`config.mk`:
```
export PLATFORM = sky130hd
export DESIGN_NAME = svm_ctrl
export DESIGN_NICKNAME = d
export VERILOG_FILES = /design/src/rtl/svm_pkg.sv /design/src/rtl/svm_ctrl_out.sv /design/src/rtl/svm_ctrl.sv
export SDC_FILE = /design/constraint.sdc
export NUM_CORES = 1
export LEC_CHECK = 0
export CORE_AREA = 2 2 103 105
export DETAILED_ROUTE_END_ITERATION = 12
export DIE_AREA = 0 0 105 107
export HOLD_SLACK_MARGIN = 0.05
export PLACE_DENSITY = 0.83
export SYNTH_ARGS = -nofsm -noshare
export SYNTH_HDL_FRONTEND = slang
export SYNTH_SLANG_ARGS = --single-unit
```
`constraint.sdc`:
```
create_clock -name clk -period 2.7 [get_ports clk]
set_input_delay 0.27 -clock clk [delete_from_list [all_inputs] [get_ports clk]]
set_output_delay 0.27 -clock clk [all_outputs]
set_load 0.01 [all_outputs]
```
`src/rtl/svm_pkg.sv`:
```
// svm_pkg: shared fixed-point defaults, controller state encoding and a
// saturating adder used by the optional bias stage (SVM_CTRL_BIAS_EN).
package svm_pkg;

    localparam int FEA_I_DEF = 4;
    localparam int FEA_F_DEF = 8;
    localparam int FEA_W_DEF = FEA_I_DEF + FEA_F_DEF;

    typedef enum logic [2:0] {
        IDLE  = 3'd0,
        MAC   = 3'd1,
        FLUSH = 3'd2,
        DRAIN = 3'd3,
        OUT   = 3'd4
    } state_t;

    // Signed add of two sign-extended operands, clamped to a w-bit signed range.
    function automatic logic signed [31:0] sat_add(input logic signed [31:0] a,
                                                   input logic signed [31:0] b,
                                                   input int unsigned w);
        logic signed [31:0] sum;
        logic signed [31:0] hi;
        logic signed [31:0] lo;
        sum = a + b;
        hi  = (32'sd1 <<< (w - 1)) - 32'sd1;
        lo  = -(32'sd1 <<< (w - 1));
        if (sum > hi) begin
            return hi;
        end else if (sum < lo) begin
            return lo;
        end
        return sum;
    endfunction

endpackage

```
`src/rtl/svm_ctrl_out.sv`:
```
// svm_ctrl_out: captures the drained chain sum into the result register and
// holds it until the consumer takes it. With SVM_CTRL_BIAS_EN defined the
// bias is added with saturation; otherwise the chain sum passes straight through.
module svm_ctrl_out
    import svm_pkg::*;
#(
    parameter int FEA_W = FEA_W_DEF
) (
    input  logic             clk,
    input  logic             rst,
    input  logic             cap,
    input  logic [FEA_W-1:0] chain_sum,
    input  logic [FEA_W-1:0] bias,
    input  logic             res_ready,
    output logic             res_valid,
    output logic [FEA_W-1:0] res_score,
    output logic             res_class
);

    logic [FEA_W-1:0] score_d;

`ifdef SVM_CTRL_BIAS_EN
    // Wide signed add then clamp, so overflow never wraps the sign.
    always_comb begin
        score_d = FEA_W'(sat_add(32'(signed'(chain_sum)), 32'(signed'(bias)), FEA_W));
    end
`else
    logic bias_unused;
    assign bias_unused = ^bias;

    // Without bias the score is the raw chain sum.
    always_comb begin
        score_d = chain_sum;
    end
`endif

    // Result register: load on capture, hold until valid&ready.
    always_ff @(posedge clk) begin
        if (rst) begin
            res_valid <= 1'b0;
            res_score <= '0;
            res_class <= 1'b0;
        end else if (cap) begin
            res_valid <= 1'b1;
            res_score <= score_d;
            res_class <= ~score_d[FEA_W-1];
        end else if (res_valid && res_ready) begin
            res_valid <= 1'b0;
        end
    end

endmodule

```
`src/rtl/svm_ctrl.sv`:
```
// svm_ctrl: sequencer for a daisy-chained row of svm_pe elements. Accepts one
// window of feature beats, addresses the shared coefficient ROMs, drains the
// chain and hands the score to svm_ctrl_out. Optional bias: SVM_CTRL_BIAS_EN.
module svm_ctrl
    import svm_pkg::*;
#(
    parameter int FEA_I       = FEA_I_DEF,
    parameter int FEA_F       = FEA_F_DEF,
    parameter int NUM_PE      = 8,
    parameter int FEAT_PER_PE = 36,
    parameter int ADDR_W      = 6,
    localparam int FEA_W      = FEA_I + FEA_F
) (
    input  logic                    clk,
    input  logic                    rst,
    input  logic                    fea_valid,
    output logic                    fea_ready,
    input  logic [NUM_PE*FEA_W-1:0] fea_data,
    output logic [ADDR_W-1:0]       coef_addr,
    output logic [NUM_PE*FEA_W-1:0] pe_fea,
    output logic                    pe_init,
    output logic                    pe_accumulate,
    input  logic [FEA_W-1:0]        chain_sum,
    input  logic [FEA_W-1:0]        bias,
    output logic                    res_valid,
    input  logic                    res_ready,
    output logic [FEA_W-1:0]        res_score,
    output logic                    res_class,
    output logic                    busy
);

    localparam int DCW = (NUM_PE > 1) ? $clog2(NUM_PE) : 1;

    state_t            state_q, state_d;
    logic [ADDR_W-1:0] fea_cnt_q, fea_cnt_d;
    logic [DCW-1:0]    drain_cnt_q, drain_cnt_d;
    logic              cap_q;
    logic              hs;
    logic              last_beat;

    assign fea_ready     = (state_q == IDLE) || (state_q == MAC);
    assign hs            = fea_valid && fea_ready;
    assign last_beat     = (fea_cnt_q == ADDR_W'(FEAT_PER_PE - 1));
    assign coef_addr     = fea_cnt_q;
    assign pe_accumulate = (state_q == DRAIN);
    assign busy          = (state_q != IDLE);

    // State, counters and the PE-facing registers.
    always_ff @(posedge clk) begin
        if (rst) begin
            state_q     <= IDLE;
            fea_cnt_q   <= '0;
            drain_cnt_q <= '0;
            cap_q       <= 1'b0;
            pe_fea      <= '0;
            pe_init     <= 1'b0;
        end else begin
            state_q     <= state_d;
            fea_cnt_q   <= fea_cnt_d;
            drain_cnt_q <= drain_cnt_d;
            // Capture one cycle after the last accumulate so chain_sum has settled.
            cap_q       <= (state_q == DRAIN) && (drain_cnt_q == '0);
            // A zero feature freezes the PE accumulators in gap cycles.
            pe_fea      <= hs ? fea_data : '0;
            pe_init     <= hs && (fea_cnt_q == '0);
        end
    end

    // Next-state and counter logic.
    always_comb begin
        state_d     = state_q;
        fea_cnt_d   = fea_cnt_q;
        drain_cnt_d = drain_cnt_q;
        case (state_q)
            IDLE, MAC: begin
                if (hs) begin
                    if (last_beat) begin
                        fea_cnt_d = '0;
                        state_d   = FLUSH;
                    end else begin
                        fea_cnt_d = fea_cnt_q + 1'b1;
                        state_d   = MAC;
                    end
                end
            end
            FLUSH: begin
                drain_cnt_d = DCW'(NUM_PE - 1);
                state_d     = DRAIN;
            end
            DRAIN: begin
                if (drain_cnt_q == '0) begin
                    state_d = OUT;
                end else begin
                    drain_cnt_d = drain_cnt_q - 1'b1;
                end
            end
            OUT: begin
                if (res_valid && res_ready) begin
                    state_d = IDLE;
                end
            end
            default: state_d = IDLE;
        endcase
    end

    svm_ctrl_out #(
        .FEA_W(FEA_W)
    ) u_out (
        .clk       (clk),
        .rst       (rst),
        .cap       (cap_q),
        .chain_sum (chain_sum),
        .bias      (bias),
        .res_ready (res_ready),
        .res_valid (res_valid),
        .res_score (res_score),
        .res_class (res_class)
    );

endmodule

```
==> key figures <==
Status
  • Outcome: completed

Timing
  • RSZ-0062 raised after global routing: no
  • Final Cycle Share: 0.781
  • Fmax: 474 MHz
  • Period minus WS final: between 2 and 2.5 ns
  • # setup viols final: 0
  • Clk_skew: about 0.005 ns
  • Final Max Tran Viols: 0
  • Slew HR: 0.490
  • Final Hold Vio Count: 0
  • TNS Setup: 0 ns
  • Worst slew pin tran: ~0.76 ns

Cells and area
  • Layout area overhead: 78.6%
  • Share of cells above drive strength 1: 0.0706
  • Commonest non-fill, non-tap cell in the layout: clkdlybuf4s50_1
  • Layout fillers: approximately 760
  • Highest-count cells in the layout ignoring fill and taps: 231 x clkdlybuf4s50_1, 124 x dfxtp_1, 97 x and2_1
  • Antenna cell count: 0
  • Fin nets: ~700

Placed design
  • Post-DP HPWL: around 7.5 mm
  • Routability cong.: around 0.8
  • I/O Buffers: roughly 230

Yosys
  • Synth warn: 0
  • Post-synth EDFFs: 0
  • Mapped Area: approximately 3800 sq um
  • #FFs+latches synth: around 120
  • Primary FF master, synth: dfxtp_1
  • Post-Synth XOR/XNOR Area: 0.00455
  • Cells after Synth: roughly 330
  • Largest family of logic cells by synthesized area: simple AND/OR/NAND/NOR gates
  • Cell variety after synth: 37
  • Adder and majority gate portion of the synthesized area: 0.0130
  • Compound-cell area share of the yosys netlist: 0.0449
  • Mux contribution to synthesized area: 0.0367
  • Fraction of registers with async set/reset: 0
  • Post-synthesis sequential area ratio: 0.645
  • Simple-Gate Fraction of Synth Area: 0.219
  • Mean Syn Cell Area: 11.6 sq um
  • Post-synth net total: between 400 and 500

CTS
  • Clock buffer depth: 2
  • Root Buffer Master: clkbuf_8
  • CTS Sinks: approximately 120
  • # H-tree levels: 4
  • PostCTS Resize Cnt: 0
  • Clock latency at the later pin of the worst-skew pair: ~0.5 ns
  • Clk slew on worst S/H paths: roughly 0.06 ns
  • Number of post-CTS setup repair buffers: 0
  • CTS Buf Count: 17
  • TritonCTS clock tree: built
  • Post-CTS Hold Buffers: 0

GRT
  • First-pass GRT wire length: between 15 and 20 mm
  • Initial antenna violation count: 0
  • Vias in the first global route: ~3100
  • Tot GR Track Use: 0.178
  • Largest net degree at the start of global routing: 46
  • Grt total ovfl: 0

Detailed routing
  • Avg Vias per Cell: 4.35
  • Total number of vias: roughly 3100
  • Pre-Repair DR Iteration Count: 4
  • Starting DRT DRC Count: 87
  • WL final: 9.95 mm
  • Remaining DRCs: 0
  • Routed WL per cell: between 10 and 15 um
  • Antenna-violating nets left: 0

Die
  • Core Box Area: just over 10000 sq um
  • Die height: ~110 um
  • Die ar.: ~11000 sq um
  • Die width: between 100 and 150 um
  • Num ports: about 240
  • Site row count: 37
  • Initial core utilization: 0.381

Worst setup path
  • Worst-path maximum fanout: 12
  • FF-to-FF setup slack: 1.00 ns
  • Kind of critical path: flop to output port
  • Critical path capture point type: output port
  • CP arrival: approximately 1.8 ns
  • CP startpoint kind: flop
  • Required time of the critical path: 2.43 ns
  • Critical R2R Launch: state_q[1]$_SDFFE_PP0P_
  • Worst Setup SP: state_q[1]$_SDFFE_PP0P_

Run
  • Max-cap violation count: 0

Worst hold path
  • Min-Delay Path Class: input pin to flop
  • Hold path startpoint: fea_data[81]

Pwr
  • Lkg Pwr: about 2.7 nW
  • Total power: 4.59 mW
  • PD cells: approximately 670 nW/um^2
  • Max VDD drop: about 0.00040 V
==> sequential cells by signal, summed over array words and instances, names as in the netlist <==
| register | flops |
|---|---|
| cap_q | 1 |
| coef_addr | 6 |
| drain_cnt_q | 3 |
| pe_fea | 96 |
| pe_init | 1 |
| state_q | 3 |
| u_out.res_class | 1 |
| u_out.res_score | 12 |
| u_out.res_valid | 1 |
==> synth_stat cells (3+ instances only) <==
master    count  area (sq um)
a211oi_1      7          52.6
a21oi_1       7          35.0
and2_1       97           607
buf_6         4          45.0
clkbuf_1      9          33.8
dfxtp_1     124          2480
ha_1          4          50.1
inv_1         8          30.0
mux2i_1      13           130
nand2_1       3          11.3
nor2_1       20          75.1
nor3_1        5          25.0
==> logic make-up (layout without fill, tap and decap cells) <==
kind of cell,after synthesis,after routing
DFF,124,124
muxes,14,14
buffers and inverters,25,274
AOI/OAI and AO/OA,23,23
and+or+nand+nor,140,140
xor gates and xnor gates,2,2
adders and majority gates,4,4
==> area by class of cell <==
class,instances,area (sq um),share of cell area
Clock buffer,20,445,0.0648
Clock inverter,12,160,0.0233
Inverter,8,30.0,0.00437
Multi-Input combinational cell,183,1230,0.178
Sequential cell,124,2480,0.361
Tap cell,136,170,0.0248
Timing Repair Buffer,234,2360,0.343
==> stage by stage <==
stage	utilization	cells	setup slack (ns)	instance area (sq um)	hold slack (ns)
after floorplan	-	332	1.29	3850	0.392
after global placement	0.621	685	0.580	6270	0.461
after detailed placement	0.621	685	0.614	6270	0.464
after CTS	0.681	717	0.573	6870	0.296
after global routing	0.681	717	0.483	6870	0.294
final	0.681	717	0.591	6870	0.320
==> report_power, final <==
group	total, mW	internal, mW	switching [mW]	leakage (nW)
clock network	2.27	1.46	0.806	0.296
registers	1.91	1.89	0.0214	1.02
logic	0.408	0.283	0.125	1.37
total	4.59	3.64	0.953	2.68
==> final timing paths <==
| check | end | depth (start not counted) |
|---|---|---|
| max | fea_ready | 2 |
| min | pe_fea[81]$_SDFF_PP0_ | 2 |
| max reg2reg | pe_fea[87]$_SDFF_PP0_ | 4 |
| min reg2reg | drain_cnt_q[0]$_SDFFE_PP0P_ | 1 |
==> critical path: stages (launching register included) <==
cell and delay (ns):
dfxtp_1 0.43, nor2_1 0.30, clkdlybuf4s50_1 0.61
==> per-layer routing <==
layer / track usage / vias up / part of all wire
li1: - / 1540 / -
met1: 0.162 / 1419 / 0.34
met2: 0.328 / 148 / 0.54
met3: 0.0967 / 13 / 0.10
met4: 0.0762 / 0 / 0.019
met5: 0 / - / 0
Power figures use the tool's default switching activity.
